`src/rtl/seg_scan.sv`:
```
// seg_scan: four-digit multiplexed 7-segment scanner with frame-shadowed digits and decimal points.
// Optional per-digit blinking is enabled by defining SEG_BLINK_EN.
module seg_scan #(
  parameter int DIV       = 100000,
  parameter int GUARD     = 16,
  parameter int BLINK_DIV = 25000000
) (
  input  logic        clk,
  input  logic        rst_n,
  input  logic [15:0] digits,
  input  logic [3:0]  dp_mask,
  input  logic [3:0]  blink_mask,
  output logic [3:0]  an,
  output logic [6:0]  seg,
  output logic        dp,
  output logic        frame_tick
);
  localparam int CW = $clog2(DIV);
  logic [CW-1:0] cnt;
  logic [1:0]    idx;
  logic [15:0]   sh_digits;
  logic [3:0]    sh_dp;
  logic [3:0]    dig;
  logic [6:0]    seg_d;
  logic          wrap, load, blank;
  assign wrap = cnt == CW'(DIV - 1);
  assign load = wrap && idx == 2'd0;
  assign dig  = sh_digits[{idx, 2'b00} +: 4];
  always_comb begin
    case (dig)
      4'd0:    seg_d = 7'b1000000;
      4'd1:    seg_d = 7'b1111001;
      4'd2:    seg_d = 7'b0100100;
      4'd3:    seg_d = 7'b0110000;
      4'd4:    seg_d = 7'b0011001;
      4'd5:    seg_d = 7'b0010010;
      4'd6:    seg_d = 7'b0000010;
      4'd7:    seg_d = 7'b1111000;
      4'd8:    seg_d = 7'b0000000;
      4'd9:    seg_d = 7'b0010000;
      default: seg_d = 7'b1111111;
    endcase
  end
`ifdef SEG_BLINK_EN
  localparam int BW = $clog2(BLINK_DIV);
  logic [BW-1:0] bcnt;
  logic          phase;
  always_ff @(posedge clk or negedge rst_n) begin
    if (!rst_n) begin
      bcnt  <= '0;
      phase <= 1'b0;
    end else begin
      bcnt  <= bcnt == BW'(BLINK_DIV - 1) ? '0 : bcnt + 1'b1;
      phase <= bcnt == BW'(BLINK_DIV - 1) ? ~phase : phase;
    end
  end
  // blink_mask is deliberately unshadowed so a blink request shows up at once
  assign blank = cnt < CW'(GUARD) || (phase && blink_mask[idx]);
`else
  logic unused_blink;
  assign unused_blink = ^blink_mask ^ (BLINK_DIV > 0);
  assign blank = cnt < CW'(GUARD);
`endif
  always_ff @(posedge clk or negedge rst_n) begin
    if (!rst_n) begin
      cnt        <= '0;
      idx        <= 2'd3;
      sh_digits  <= '0;
      sh_dp      <= '0;
      an         <= 4'hF;
      seg        <= 7'h7F;
      dp         <= 1'b1;
      frame_tick <= 1'b0;
    end else begin
      cnt        <= wrap ? '0 : cnt + 1'b1;
      idx        <= wrap ? idx - 1'b1 : idx;
      frame_tick <= load;
      sh_digits  <= load ? digits : sh_digits;
      sh_dp      <= load ? dp_mask : sh_dp;
      an         <= blank ? 4'hF : ~(4'b0001 << idx);
      seg        <= blank ? 7'h7F : seg_d;
      dp         <= blank | ~sh_dp[idx];
    end
  end
endmodule
```
`config.mk`:
```
export PLATFORM = sky130hd
export DESIGN_NAME = seg_scan
export DESIGN_NICKNAME = d
export VERILOG_FILES = /design/src/rtl/seg_scan.sv
export SDC_FILE = /design/constraint.sdc
export NUM_CORES = 1
export LEC_CHECK = 0
export CORE_MARGIN = 2
export CORE_UTILIZATION = 45
export DETAILED_ROUTE_END_ITERATION = 10
export GPL_ROUTABILITY_DRIVEN = 0
export PLACE_DENSITY = 0.69
export SLEW_MARGIN = 40
export SYNTH_ARGS = -nofsm -noshare
export SYNTH_HDL_FRONTEND = slang
export SYNTH_SLANG_ARGS = --single-unit
```
`constraint.sdc`:
```
create_clock -name clk -period 4.5 [get_ports clk]
set_input_delay 1.35 -clock clk [delete_from_list [all_inputs] [get_ports clk]]
set_output_delay 1.35 -clock clk [all_outputs]
set_load 0.02 [all_outputs]
```
# [Yosys cells after proc, flatten, opt, wreduce, memory -nomap -nowiden]
# Memory sizes are Yosys's and may differ from the RTL's.
# Index checks and enable logic that the tools add are counted.
[word_totals] ff_bits=52 mem_bits_ro=112 n_memories=1
[memory_table] name="(no name shown)" depth=16 word_bits=7 read_ports=1 rd_ports_with_merged_regs=0 write_ports=0 line="30" text="case (dig)"
[op_classes] addsub=2 order_cmp=2 eq_ne=1 shift=2 mux=5 bitwise=3 n_reduce_logical=2
[op_table] op="adder 17 x 1 -> 17 bit (second input constant)" count=1
[op_table] op="equality test 17 bit (second input constant)" count=1
[op_table] op="less-than comparator 17 x 5 -> 1 bit (second input constant)" count=1
[op_table] op="two-way mux 17 bit" count=1
[op_table] op="variable part select 16 x 5 -> 4 bit" count=1
[op_table] op="two-way mux 7 bit" count=1
[op_table] op="two-way mux 4 bit" count=1
[op_table] op="inverter 4 bit" count=1
[op_table] op="left shift 1 x 2 -> 4 bit (first input constant)" count=1
[op_table] op="less-than comparator 2 x 3 -> 1 bit (second input constant)" count=1
[op_table] op="binary-select mux 1 bit (select 2 bit)" count=1
[op_table] op="zero test 2 bit" count=1
[op_table] op="subtractor 2 x 1 -> 2 bit (second input constant)" count=1
[op_table] op="logical AND 1 bit" count=1
[op_table] op="two-way mux 1 bit" count=1
[op_table] op="inverter 1 bit" count=1
[op_table] op="bitwise OR 1 bit" count=1

# [Logic depth before layout (Yosys ltp)]
# Gate-level depths: netlist (run 1).
[logic_depth] ltp_word=4 depth_mapped=8 mapped_depth_nobuf=7

# [Least setup slack after synthesis (run 1)]
# Ideal clock, no wire load.
[synth_path] kind="register to register" startpoint="register idx[0]" endpoint="register seg[4]" setup_ns=0.086 arrival_time_ns=2.022 t_required_ns=4.414 path_slack_ns=2.392 path_stages_with_launch=9 path_buffers=1 synth_period_minus_slack_ns=2.108 cell_sequence="dfstp_2 -> buf_6 -> mux4_1 -> inv_1 -> ha_1 -> inv_1 -> mux2_4 -> mux2i_1 -> nand2_1"
[synth_between] elab_chain_cells=3
[synth_lines] element="start, declared" line="20" text="logic [1:0] idx;"
[synth_lines] element="start signal, assigned" line="76" text="idx <= wrap ? idx - 1'b1 : idx;"
[synth_lines] element="variable part select 16 x 5 -> 4 bit" line="28" text="assign dig = sh_digits[{idx, 2'b00} +: 4];"
[synth_lines] element="memory (16 x 7 bit)"
[synth_lines] element="two-way mux 7 bit" line="81" text="seg <= blank ? 7'h7F : seg_d;"
[synth_lines] element="end signal, assigned" line="81"
[synth_lines] element="end, declared" line="14" text="output logic [6:0] seg,"
# Every way passes these cells.
# A chain may end at the register's enable or synchronous reset.

# [Worst setup path after layout (run 1)]
[layout_path] startpoint="register seg[0]" endpoint="output seg[0]"
# No word-level cell between the ends.

==> flow_summary.json, run 1 <==
{
  "final_area_mm2": 0.00297,
  "power_switching_uw": 188,
  "worstPathMaxFanout": 1,
  "holdCritPathClass": "reg -> reg",
  "die_x_um": 78.2,
  "synth.most_common_cell": "dfrtp_1",
  "fin_crit_ns": 2.77,
  "dr.pass1.iters": 4,
  "finalSetupTns_ns": 0,
  "synthArstFlopShare": 1.00,
  "critPathTopFamily": "buffers and inverters",
  "worstRegToRegCells": 5,
  "p_leak_nw": 1.32,
  "critPathArrivalTime_ns": 1.42,
  "stdcell_count": 294,
  "nFillCells": 468,
  "slowest_delay_ns": 0.59,
  "num_vias": 1471,
  "area_delta_synth_final_pct": 19.6,
  "drive_gt1_frac": 0.225,
  "cts_resized": 0,
  "syn-cell-area_mm2": 0.00248,
  "fin_crit_sh": 0.616,
  "ys_ff_latch": 52,
  "status": "finished, final reports clean",
  "worst_hold_slack_ns": 0.492,
  "drt-wirelength-per-cell_um": 13.3,
  "syn_nets": 221,
  "placed_cell_area_mm2": 0.00286,
  "ys_warn_count": 0,
  "portBuffers": 34,
  "syn_area_per_cell_um2": 13.4,
  "antenna_found_initial": 0,
  "rsz0062_at_grt": "false",
  "synth_commonest_cells": "dfrtp_1 (38), mux2_4 (20), dfstp_2 (14), nand2_1 (14)",
  "cts_made_buffers": 5,
  "io_pins": 39,
  "start_util": 0.459,
  "tightest_slew_ns": 0.675,
  "cp_num_buf_inv": 1,
  "grt_pass1_vias": 1411,
  "min_path_cells": 1,
  "antenna_cells": 0,
  "dp_hpwl_mm": 2.81,
  "die_h_um": 78.2,
  "clockPowerShare": 0.353,
  "endpoint_kind": "output port",
  "worstHoldStart": "cnt[0]",
  "dp_cells": 286,
  "switching_share": 0.212,
  "clkTransAtPathRegs_ns": 0.09,
  "power_frac_seq": 0.556,
  "regToRegEndpoint": "sh_digits[12]",
  "p_int_uw": 699,
  "core-area_mm2": 0.00541,
  "cp.required_ns": 3.15,
  "peakVddDrop_uv": 213,
  "critPathKind": "reg -> out",
  "gr-total-overflow": 0,
  "p_total_uw": 887,
  "htreeDepth": 2,
  "synth_cell_types": 35,
  "totalWireLength_mm": 3.91,
  "fmax_mhz": 361,
  "reg2reg_slack_ns": 1.93,
  "maxCapViolCount": 0,
  "drc": 0,
  "cts_sinks": 52,
  "hold_end": "cnt[0]",
  "ctsHoldBuffers": 0,
  "track_usage": 0.141,
  "fin_worst_skew_ns": 0.00774,
  "clk_path_buf_depth": 2,
  "yosysTopAreaCell": "dfrtp_1",
  "finalSetupViolations": 0,
  "comb_power_share": 0.091,
  "placementRows": 27,
  "slew_violations": 0,
  "rr_startpoint": "cnt[0]",
  "grt_pass1_wl_mm": 6.76,
  "dieArea_mm2": 0.00612,
  "worst_setup_path_start_kind": "flip-flop",
  "ys.flop_type": "dfrtp_1",
  "drt_iter0_drc": 81,
  "synthCells": 185,
  "worstPathCellList": "clkdlybuf4s50_1",
  "grt_max_degree": 33,
  "synth_top_area_frac": 0.383,
  "vias_per_cell": 5.00,
  "fin_nets": 257,
  "relSlewSlack": 0.548,
  "tritoncts": "done",
  "crit_slowest_cell": "clkdlybuf4s50_1",
  "seq_area_frac_synth": 0.532,
  "hold_violations": 0,
  "drtAntennaViolNets": 0,
  "post-cts-setup-buffers": 0,
  "synth_edf_count": 0,
  "powerDensity_mw_per_mm2": 299,
  "root_buffer": "clkbuf_8",
  "clk-insertion-delay-late_ns": 0.30,
  "yosys-top-cells-area": "dfrtp_1 (38%), dfstp_2 (15%), mux2_4 (12%)"
}
flip-flops by register name, summed over array words and instances (netlist names):
register / flops
sh_dp: 4
an: 4
idx: 2
sh_digits: 16
seg: 7
cnt: 17
dp: 1
frame_tick: 1
kinds of logic (layout without fill, tap and decap cells):
| family | count (synthesis) | count (layout) | synth area share |
|---|---|---|---|
| buffers and inverters | 14 | 51 | 0.0338 |
| flip-flops | 52 | 52 | 0.532 |
| adder cells (fa/ha/maj) | 10 | 10 | 0.0505 |
| AND/OR/NAND/NOR | 53 | 53 | 0.116 |
| multiplexers | 30 | 30 | 0.193 |
| AO/OA/AOI/OAI | 13 | 13 | 0.0288 |
| XOR/XNOR | 13 | 13 | 0.0459 |
cell usage in the layout (no fill, tap or decap), types with 2 or more instances in the layout:
master           synthesis  routed
dfstp_2                 14      14
o21ai_0                  4       4
nand2b_1                 2       2
nor4_2                   2       2
mux2i_1                  4       4
o21ai_1                  2       2
nand2_1                 14      14
xnor2_1                 10      10
nand3_1                  5       5
and4_1                   3       3
a21oi_1                  5       5
mux2_4                  20      20
nor2_1                   9       9
nand4_1                  5       5
ha_1                    10      10
dfrtp_1                 38      38
mux4_1                   4       4
xor2_1                   3       3
nor3_1                   5       5
clkdlybuf4s50_1          0      33
clkbuf_8                 0       5
inv_1                    8       8
worst max path at each step:
stage / slack [ns] / end / from / cells past startpoint
2_1_floorplan: 2.39 / seg[4] / idx[0] / 8
3_3_place_gp: 1.97 / sh_digits[12] / cnt[0] / 5
3_5_place_dp: 1.94 / sh_digits[4] / cnt[0] / 5
4_1_cts: 1.72 / seg[0] / seg[0] / 1
5_1_grt: 1.68 / seg[5] / seg[5] / 1
6_report: 1.73 / seg[0] / seg[0] / 1
stage by stage:
step           setup slack (ns)  utilization
2_1_floorplan              2.39            -
3_3_place_gp               1.97        0.529
3_5_place_dp               1.94        0.529
4_1_cts                    1.72        0.549
5_1_grt                    1.68        0.549
6_report                   1.73        0.549
power by group through the flow:
stage                     combinational (mW)  clock [mW]  sequential (mW)
after floorplan                       0.0316           0            0.508
after global placement                0.0806           0            0.501
after detailed placement              0.0820           0            0.502
after CTS                             0.0821       0.320            0.493
after global routing                  0.0883       0.340            0.495
final                                 0.0806       0.313            0.493
final cells by class:
| cell class | instances | area (µm²) | share of cell area |
|---|---|---|---|
| repair buffers | 35 | 343 | 0.116 |
| inverters | 8 | 30.0 | 0.0101 |
| clock buffers | 6 | 72.6 | 0.0245 |
| clock inverters | 2 | 35.0 | 0.0118 |
| flip-flops and latches | 52 | 1320 | 0.445 |
| well taps | 72 | 90.1 | 0.0304 |
| multi-input cells | 119 | 1080 | 0.363 |
layer usage:
layer | part of all wire | track usage | up-vias | routed length (µm)
met5 | 0 | 0 | - | 0
met4 | 0.013 | 0.0421 | 0 | 51
met3 | 0.042 | 0.0391 | 5 | 166
met2 | 0.45 | 0.207 | 35 | 1750
met1 | 0.50 | 0.206 | 713 | 1950
li1 | - | - | 718 | -
No activity file was read; power rests on OpenSTA's default activity.
==> inputs of run 2 (changes only) <==
PLACE_DENSITY = 0.71   (was 0.69)
clock period = 2.4 ns   (was 4.5 ns; I/O delays follow)
==> flow_summary.json, run 2 (same netlist as run 1, synthesis figures left out) <==
{
  "die_x_um": 78.2,
  "placementRows": 27,
  "drtAntennaViolNets": 0,
  "fin_nets": 260,
  "post-cts-setup-buffers": 0,
  "grt_pass1_vias": 1416,
  "p_int_mw": 1.34,
  "die_h_um": 78.2,
  "drt_iter0_drc": 58,
  "reg_top3": "cnt: 17 flops, sh_digits: 16 flops, seg: 7 flops",
  "hold_violations": 0,
  "portBuffers": 34,
  "gr-total-overflow": 0,
  "dp_hpwl_mm": 2.73,
  "power_switching_uw": 351,
  "finalSetupViolations": 0,
  "largest_reg_flops": 17,
  "worstPathMaxFanout": 5,
  "fmax_mhz": 465,
  "ctsHoldBuffers": 0,
  "rsz0062_at_grt": "false",
  "num_vias": 1438,
  "powerDensity_mw_per_mm2": 559,
  "drive_gt1_frac": 0.236,
  "worst_hold_slack_ns": 0.383,
  "holdCritPathClass": "in -> async",
  "track_usage": 0.137,
  "cts_sinks": 52,
  "clkTransAtPathRegs_ns": 0.09,
  "worst_setup_path_start_kind": "flip-flop",
  "drt-wirelength-per-cell_um": 13.3,
  "area_delta_synth_final_pct": 21.9,
  "start_util": 0.459,
  "peakVddDrop_uv": 298,
  "critPathArrivalTime_ns": 2.38,
  "dp_cells": 289,
  "dieArea_mm2": 0.00612,
  "cts_made_buffers": 5,
  "cts_resized": 0,
  "final_common_cell": "dfrtp_1",
  "grt_max_degree": 53,
  "htreeDepth": 2,
  "final_cell_mix": "dfrtp_1 (38), clkdlybuf4s50_1 (33), mux2_4 (20)",
  "fin_worst_skew_ns": 0.0107,
  "tightest_slew_ns": 0.391,
  "cp.required_ns": 2.63,
  "slew_violations": 0,
  "stdcell_count": 297,
  "totalWireLength_mm": 3.95,
  "endpoint_kind": "flip-flop",
  "status": "finished, final reports clean",
  "vias_per_cell": 4.84,
  "power_frac_seq": 0.546,
  "maxCapViolCount": 0,
  "critPathKind": "reg -> reg",
  "switching_share": 0.208,
  "clk_path_buf_depth": 2,
  "root_buffer": "clkbuf_8",
  "io_pins": 39,
  "comb_power_share": 0.091,
  "clk-insertion-delay-late_ns": 0.31,
  "core-area_mm2": 0.00541,
  "fin_crit_sh": 0.897,
  "fin_crit_ns": 2.15,
  "drc": 0,
  "dr.pass1.iters": 4,
  "finalSetupTns_ns": 0,
  "tritoncts": "done",
  "antenna_found_initial": 0,
  "p_leak_nw": 1.35,
  "relSlewSlack": 0.737,
  "antenna_cells": 0,
  "max_flop_register": "cnt",
  "grt_pass1_wl_mm": 6.53,
  "clockPowerShare": 0.362
}
run 2: changes by cell type in the layout (fill, tap and decap cells not counted), sizes merged:
cell  change
buf       +3
run 2: layer usage:
metal,up-vias,track usage,share of wire
met5,-,0,0
met4,0,0.0754,0.021
met3,5,0.0207,0.028
met2,27,0.203,0.44
met1,683,0.193,0.52
li1,723,-,-
run 2: cell type report:
class / count / area [µm²]
multi-input cells: 119 / 1080
repair buffers: 38 / 390
clock inverters: 2 / 33.8
clock buffers: 6 / 82.6
well taps: 72 / 90.1
inverters: 8 / 30.0
fillers: 450 / 2380
flip-flops and latches: 52 / 1320
run 2: power by group through the flow:
stage,Clock (mW),Combinational [mW],Sequential (mW)
CTS,0.630,0.158,0.923
finish,0.612,0.155,0.923
detailed placement,0,0.157,0.940
floorplan,0,0.0592,0.953
global placement,0,0.154,0.939
global route,0.654,0.170,0.926
run 2: path summary, 6_finish.rpt:
kind,startpoint,to,slack (ns),cells past startpoint
worst min-delay path,rst_n,sh_digits[7],0.38,2
worst max register to register,idx[0],seg[4],0.25,7
min in group clk,cnt[0],cnt[0],0.51,1
max in group asynchronous,rst_n,an[0],1.73,2
worst min register to register,cnt[0],cnt[0],0.51,1
worst max-delay path,idx[0],seg[4],0.25,7
run 2: through the flow:
stage / total power [mW] / cell area (µm²) / worst slack [ns] / utilization
after detailed placement: 1.10 / 2910 / 0.260 / 0.538
after global routing: 1.75 / 3020 / 0.138 / 0.559
after CTS: 1.71 / 3020 / 0.237 / 0.559
final: 1.69 / 3020 / 0.248 / 0.559
after global placement: 1.09 / 2910 / 0.304 / 0.538
after floorplan: 1.01 / 2480 / 0.292 / -
run 2: critical path, cell delays in order, from the launching register on:
cell	delay, ns
dfstp_2	0.57
mux4_1	0.67
inv_1	0.15
ha_1	0.19
inv_1	0.04
mux2_4	0.25
mux2i_1	0.13
nand2_1	0.07
==> edit (flow settings as in run 1) <==
Build with the macro `SEG_BLINK_EN` defined.
--- a/src/rtl/seg_scan.sv
+++ b/src/rtl/seg_scan.sv
@@ -2,2 +2,4 @@
 // Optional per-digit blinking is enabled by defining SEG_BLINK_EN.
+`define SEG_BLINK_EN
+
 module seg_scan #(
Check against the original RTL: no difference found for any inputs over 10 cycles, from zero or initial values and one cycle with rst_n low; that may be too few to reach the edited logic, so the function may still have changed.
==> edit against run 1 <==
Synthesized area up 47%; sequential cell count up 26; cell area up 47%; total power up 47%; worst setup slack worse by 0.059 ns; highest routed layer unchanged; clock skew about the same; routed wire length up 67%; via count up 64%; maximum frequency down 2.1%.
==> edit: results (changes against run 1) <==
.. list-table::
   :header-rows: 1

   * - Metric
     - Value
   * - Outcome
     - finished clean
   * - WL/cell
     - 14.0 um (+5.4%)
   * - Endpoint of the worst-slack reg-to-reg timing path
     - seg[5]$_DFF_PN1_
   * - Pre-CTS setup slack
     - 1.32 ns (-0.623 ns)
   * - Final-layout fill cell count
     - 675 (+44%)
   * - WP data arrival
     - 1.48 ns (+0.06 ns)
   * - Synth top cells by count
     - sky130_fd_sc_hd__dfrtp_1 (64), sky130_fd_sc_hd__nor2_1 (37), sky130_fd_sc_hd__xnor2_1 (22)
   * - Number of buffers added by the clock tree synthesis step
     - 9 (+4)
   * - Count of cell types in the netlist
     - 38 (+8.6%)
   * - Crit Reg-Reg Startpoint
     - idx[0]$_DFFE_PN1N_
   * - Placed instance area
     - 4140 um^2 (+45%)
   * - Net count reported at finish
     - 396 (+54%)
   * - Max-Slew Margin vs Limit
     - 50.7% (-4.2 points)
   * - Largest registers
     - bcnt: 25 flops, cnt: 17 flops, sh_digits: 16 flops
   * - Wire length of the first global-routing pass
     - 11.4 mm (+69%)
   * - Standby leakage power
     - 1.91 nW (+44%)
   * - Placed Cells
     - 450 (+57%)
   * - Pin count of the biggest net entering global routing
     - 79 (+140%)
   * - Detail-routed via count per cell
     - 5.18 (+3.6%)
   * - Beginning of the worst hold path
     - phase$_DFFE_PN0N_
   * - Worst setup slack for register-to-register paths
     - 2.25 ns (+0.32 ns)
   * - Average cell area after synthesis
     - 11.6 um^2 (-14%)
   * - Net count after synthesis
     - 352 (+59%)
   * - Register area share after synthesis
     - 54.0% (+0.78 points)
   * - Period utilisation layout
     - 62.9% (+1.3 points)
   * - Worst R2R Path Depth
     - 3 (-2)
   * - Termination of the worst setup path
     - an[3]
   * - Total global-route track usage
     - 16.7% (+2.5 points)
   * - Worst supply voltage drop on vdd
     - 0.140 mV (-35%)
   * - Launch point of the critical path
     - an[3]$_DFF_PN1_
edit: cell types whose count changed after synthesis, sizes merged, moves of 3 or more:
cell / change
xor2: +12
xnor2: +12
dfrtp: +26
nor2: +28
nor4: +3
a21oi: +5
nand3: +16
nand2: +4
nand4: +8
edit: power by group:
| part | leakage, nW | switching [mW] | total [mW] | internal [mW] |
|---|---|---|---|---|
| clock network | 0.108 | 0.245 | 0.570 | 0.325 |
| registers | 1.01 | 0 | 0.701 | 0.701 |
| logic | 0.791 | 0.0155 | 0.0350 | 0.0195 |
edit: logic make-up (layout without fill, tap and decap cells):
logic type | Yosys count | count (layout) | share of synthesized area [%]
multiplexers | 29 | 29 | 10.7
AND/OR/NAND/NOR | 123 | 123 | 17.6
buffers and inverters | 17 | 66 | 2.26
adder cells (fa/ha/maj) | 11 | 11 | 3.77
AO/OA/AOI/OAI | 20 | 20 | 2.81
flip-flops | 78 | 78 | 54.0
XOR/XNOR | 37 | 37 | 8.88
edit: final cells by class:
class,count,area [um^2],area share [%]
clock buffer,10,138,3.15
clock inverter,6,85.1,1.95
inverter,9,33.8,0.773
multi-input combinational,220,1610,36.9
sequential,78,1970,45.1
tap,102,128,2.92
timing repair buffer,41,404,9.25
edit: metrics by stage:
step	hold WS, ns	util (%)
finish	0.489	56.0
global route	0.511	56.0
CTS	0.494	55.9
detailed placement	0.476	53.0
global placement	0.472	52.9
floorplan	0.442	-
edit: metal layers:
| metal | GRT usage (%) | routed length, um | part of all wire [%] | vias up |
|---|---|---|---|---|
| li1 | - | - | - | 1179 |
| met1 | 22.7 | 3030 | 46 | 1184 |
| met2 | 25.2 | 3150 | 48 | 45 |
| met3 | 5.86 | 268 | 4.1 | 7 |
| met4 | 4.95 | 85 | 1.3 | 0 |
| met5 | 0 | 0 | 0 | - |
